===== config.mk =====
export PLATFORM = sky130hd
export DESIGN_NAME = verificador_paridade_serial
export DESIGN_NICKNAME = d
export VERILOG_FILES = /design/src/rtl/verificador_paridade_serial.sv
export SDC_FILE = /design/constraint.sdc
export NUM_CORES = 1
export LEC_CHECK = 0
export CAP_MARGIN = 30
export CORE_ASPECT_RATIO = 1.1
export CORE_UTILIZATION = 30
export CTS_BUF_LIST = sky130_fd_sc_hd__clkbuf_2
export CTS_CLUSTER_DIAMETER = 120
export DETAILED_ROUTE_END_ITERATION = 8
export PLACE_DENSITY = 0.48
export SLEW_MARGIN = 20
export SYNTH_ARGS = -nofsm -noshare
export SYNTH_HDL_FRONTEND = slang
export SYNTH_SLANG_ARGS = --single-unit

===== constraint.sdc =====
create_clock -name clk -period 3.1 [get_ports clk]
set_clock_uncertainty 0.1 [all_clocks]
set_input_delay 0.465 -clock clk [delete_from_list [all_inputs] [get_ports clk]]
set_output_delay 0.465 -clock clk [all_outputs]
set_load 0.02 [all_outputs]

===== src/rtl/verificador_paridade_serial.sv =====
// Even-parity serial receiver: reassembles a DATA_W-bit LSB-first frame plus a parity bit.
// out_valid is registered on the edge that samples the parity bit; no backpressure. Optional err_cnt: PARIDADE_ERR_COUNT_EN.
module verificador_paridade_serial #(
    parameter int DATA_W = 3
) (
    input  logic              clk,
    input  logic              rst_n,
    input  logic              in_valid,
    input  logic              in_bit,
    input  logic              sof,
    output logic [DATA_W-1:0] data_out,
    output logic              out_valid,
    output logic              par_err,
    output logic              busy
`ifdef PARIDADE_ERR_COUNT_EN
    ,
    output logic [7:0]        err_cnt
`endif
);

    localparam int CW = $clog2(DATA_W + 1);

    typedef enum logic [1:0] {IDLE, DADOS, PARIDADE} state_t;

    state_t            state_q, state_d;
    logic [CW-1:0]     cnt_q, cnt_d;
    logic [DATA_W-1:0] shift_q, shift_d;
    logic [DATA_W-1:0] data_q, data_d;
    logic              par_q, par_d;
    logic              err_q, err_d;
    logic              vld_q, vld_d;
`ifdef PARIDADE_ERR_COUNT_EN
    logic [7:0]        ecnt_q, ecnt_d;
`endif

    always_comb begin
        state_d = state_q;
        cnt_d   = cnt_q;
        shift_d = shift_q;
        data_d  = data_q;
        par_d   = par_q;
        err_d   = err_q;
        vld_d   = 1'b0;
`ifdef PARIDADE_ERR_COUNT_EN
        ecnt_d  = ecnt_q;
`endif
        if (in_valid) begin
            if (sof) begin
                // sof always restarts, silently dropping any frame in progress
                shift_d    = '0;
                shift_d[0] = in_bit;
                par_d      = in_bit;
                cnt_d      = CW'(1);
                state_d    = (DATA_W == 1) ? PARIDADE : DADOS;
            end else begin
                case (state_q)
                    DADOS: begin
                        shift_d[cnt_q] = in_bit;
                        par_d          = par_q ^ in_bit;
                        cnt_d          = cnt_q + CW'(1);
                        if (cnt_q == CW'(DATA_W - 1)) begin
                            state_d = PARIDADE;
                        end
                    end
                    PARIDADE: begin
                        data_d  = shift_q;
                        err_d   = par_q ^ in_bit;
                        vld_d   = 1'b1;
                        cnt_d   = '0;
                        state_d = IDLE;
`ifdef PARIDADE_ERR_COUNT_EN
                        if ((par_q ^ in_bit) && (ecnt_q != 8'hFF)) begin
                            ecnt_d = ecnt_q + 8'd1;
                        end
`endif
                    end
                    default: ;
                endcase
            end
        end
    end

    always_ff @(posedge clk or negedge rst_n) begin
        if (!rst_n) begin
            state_q <= IDLE;
            cnt_q   <= '0;
            shift_q <= '0;
            data_q  <= '0;
            par_q   <= 1'b0;
            err_q   <= 1'b0;
            vld_q   <= 1'b0;
`ifdef PARIDADE_ERR_COUNT_EN
            ecnt_q  <= 8'd0;
`endif
        end else begin
            state_q <= state_d;
            cnt_q   <= cnt_d;
            shift_q <= shift_d;
            data_q  <= data_d;
            par_q   <= par_d;
            err_q   <= err_d;
            vld_q   <= vld_d;
`ifdef PARIDADE_ERR_COUNT_EN
            ecnt_q  <= ecnt_d;
`endif
        end
    end

    assign data_out  = data_q;
    assign out_valid = vld_q;
    assign par_err   = err_q;
    assign busy      = (state_q != IDLE);
`ifdef PARIDADE_ERR_COUNT_EN
    assign err_cnt   = ecnt_q;
`endif

endmodule


==> results.sh <==
export IMPL_ir_drop_mv=0.361
export IMPL_min_from="data_out[0]"
export IMPL_synth_seq_cells=13
export IMPL_grt_pass1_vias=477
export IMPL_finalSetupViolCount=0
export IMPL_status="finished clean"
export IMPL_whs_ns=0.428
export IMPL_clk_latency_ns=0.26
export IMPL_yosys_warnings=0
export IMPL_critPathKind="flop to output port"
export IMPL_synthesis_area_um2=704
export IMPL_place_congestion=0.671
export IMPL_die_w_um=48.2
export IMPL_postCtsSetupBuffers=0
export IMPL_antenna_found_initial=0
export IMPL_grt_overflow=0
export IMPL_period_needed_ns=2.25
export IMPL_drt_iter0_drc=6
export IMPL_drcViolationCount=0
export IMPL_die_area_um2=2550
export IMPL_startpoint_type="flop"
export IMPL_dp_hpwl_um=933
export IMPL_drv_slew=0
export IMPL_r2r_slack_ns=1.42
export IMPL_end_kind="output port"
export IMPL_fmax_ghz=0.444
export IMPL_wire_per_inst_um=12.1
export IMPL_yosys_area_top_type_share_pct=46.2
export IMPL_synth_edff_count=0
export IMPL_synth_largest_area_cell="dfrtp_1"
export IMPL_dieHeight_um=52.8
export IMPL_htree_levels=1
export IMPL_area_delta_synth_final_pct=16.7
export IMPL_drive_gt1_share_pct=14.1
export IMPL_power_density_nw_per_um2=786
export IMPL_grt_pass1_wl_mm=2.10
export IMPL_r2r_start="state_q[1]"
export IMPL_cts_tree="done"
export IMPL_grt_max_degree=14
export IMPL_hold_depth=1
export IMPL_hold_buffers=0
export IMPL_postSynth_asyncResetShare_pct=100
export IMPL_fin_setup_tns_ns=0
export IMPL_worstMarginPinSlew_ns=0.607
export IMPL_vias=473
export IMPL_regToRegEndpoint="data_out[0]"
export IMPL_yosysSeqAreaShare_pct=46.2
export IMPL_slew_headroom_pct=59.4
export IMPL_std_cell_rows=18
export IMPL_drt_pass1_iter_count=2
export IMPL_track_usage_pct=12.1
export IMPL_clk_path_buf_depth=2
export IMPL_core_area_um2=2230
export IMPL_ios=11
export IMPL_hold_class="flop to flop"
export IMPL_cts_resized_gates=0
export IMPL_critPathArrivalTime_ns=1.69
export IMPL_stdcell_count=101
export IMPL_syn_nets=70
export IMPL_ant_nets=0
export IMPL_path_clk_slew_ns=0.13
export IMPL_fin_crit_sh_pct=72.7
export IMPL_via_per_inst=4.68
export IMPL_power_total_mw=0.646
export IMPL_dpl_cell_count=97
export IMPL_drt_total_wl_mm=1.23
export IMPL_synthTopCellsByCount="13 x dfrtp_1, 6 x o21ai_0, 5 x nand2_1"
export IMPL_avgSynthCellArea_um2=11.4
export IMPL_max_cap_violations=0
export IMPL_n_antenna_cell=0
export IMPL_rsz0062_at_grt="no"
export IMPL_p_leak_nw=0.362
export IMPL_synth_area_top_cells="dfrtp_1 46%, mux2_4 6.4%, ha_1 5.3%, o21ai_0 4.3%, nor4bb_4 3.6%"
export IMPL_syn_instance_count=62
export IMPL_io_buffers=10
export IMPL_initial_core_util_pct=31.6
export IMPL_root_buffer="clkbuf_2"
export IMPL_synth_top_flop_cell="dfrtp_1"
export IMPL_synth_most_common_cell="dfrtp_1"
export IMPL_rr_worst_depth=2
export IMPL_hold_viol_final=0
export IMPL_numCtsBuffers=3
export IMPL_layout_nets=80
export IMPL_synthDistinctLibCells=25
export IMPL_cp_required_ns=2.53
export IMPL_clock_sinks=13
export IMPL_hold_path_end="data_out[0]"
export IMPL_cp_max_fo=12
-- kinds of logic (layout without fill, tap and decap cells) --
family                   after synthesis  after routing  synth area share (%)
adder cells (fa/ha/maj)                3              3                  5.33
XOR/XNOR                               2              2                  2.49
buffers and inverters                  8             17                  7.28
multiplexers                           5              5                  9.41
flip-flops                            13             13                  46.2
AO/OA/AOI/OAI                         14             14                  11.5
AND/OR/NAND/NOR                       17             17                  17.8
-- cells in the final DEF (no fill, tap or decap) --
master / n
a21oi_1: 4
a22oi_1: 1
and2_1: 1
and3b_1: 1
and4b_1: 2
clkbuf_2: 4
clkdlybuf4s50_1: 10
dfrtp_1: 13
ha_1: 3
inv_1: 3
mux2_2: 1
mux2_4: 3
mux2i_1: 1
nand2_1: 5
nand2b_1: 1
nand3b_1: 2
nor2_1: 1
nor3b_1: 2
nor4bb_4: 1
o21ai_0: 6
o22ai_1: 1
o2bb2ai_1: 2
or2_2: 1
xnor2_1: 2
-- through the flow --
step                worst slack [ns]  util, %  area [µm²]
floorplan                       1.59        -         704
global placement               0.914     36.0         802
detailed placement             0.889     36.0         802
CTS                            0.829     36.9         822
global route                   0.750     36.9         822
finish                         0.846     36.9         822
-- critical path: stages, from the launching register on --
cell and delay [ns]:
dfrtp_1 0.55, or2_2 0.34, clkdlybuf4s50_1 0.54
-- layout make-up --
type	instances	area, µm²
Clock buffer	4	20.0
Timing Repair Buffer	10	100
Sequential cell	13	325
Fill cell	217	1410
Multi-Input combinational cell	41	328
Inverter	3	11.3
Tap cell	30	37.5
-- report_power, final --
| group | switching, mW | internal [mW] |
|---|---|---|
| clock | 0.0549 | 0.0342 |
| sequential | 0.0682 | 0.227 |
| combinational | 0.113 | 0.150 |
| total | 0.236 | 0.411 |
-- sequential cells by signal, indices dropped and copies added (netlist names) --
name and count:
state_q 2, cnt_q 2, par_q 1, data_out 3, out_valid 1, shift_q 3, par_err 1
-- how the worst max path moves through the flow --
stage	slack, ns	from	to	depth (start not counted)
after floorplan	1.59	sof	data_out[0]	4
after global placement	0.91	in_valid	data_out[0]	3
after detailed placement	0.89	in_valid	data_out[0]	3
after CTS	0.83	state_q[0]	busy	2
after global routing	0.75	state_q[0]	busy	2
final	0.85	state_q[0]	busy	2
-- per-layer routing --
metal	track usage [%]	vias up	routed length (µm)	part of all wire, %
li1	-	234	-	-
met1	15.8	229	592	48
met2	18.0	10	590	48
met3	3.10	0	42	3.4
met4	5.56	0	0	0
met5	0	-	0	0
No activity file was read; power rests on OpenSTA's default activity.
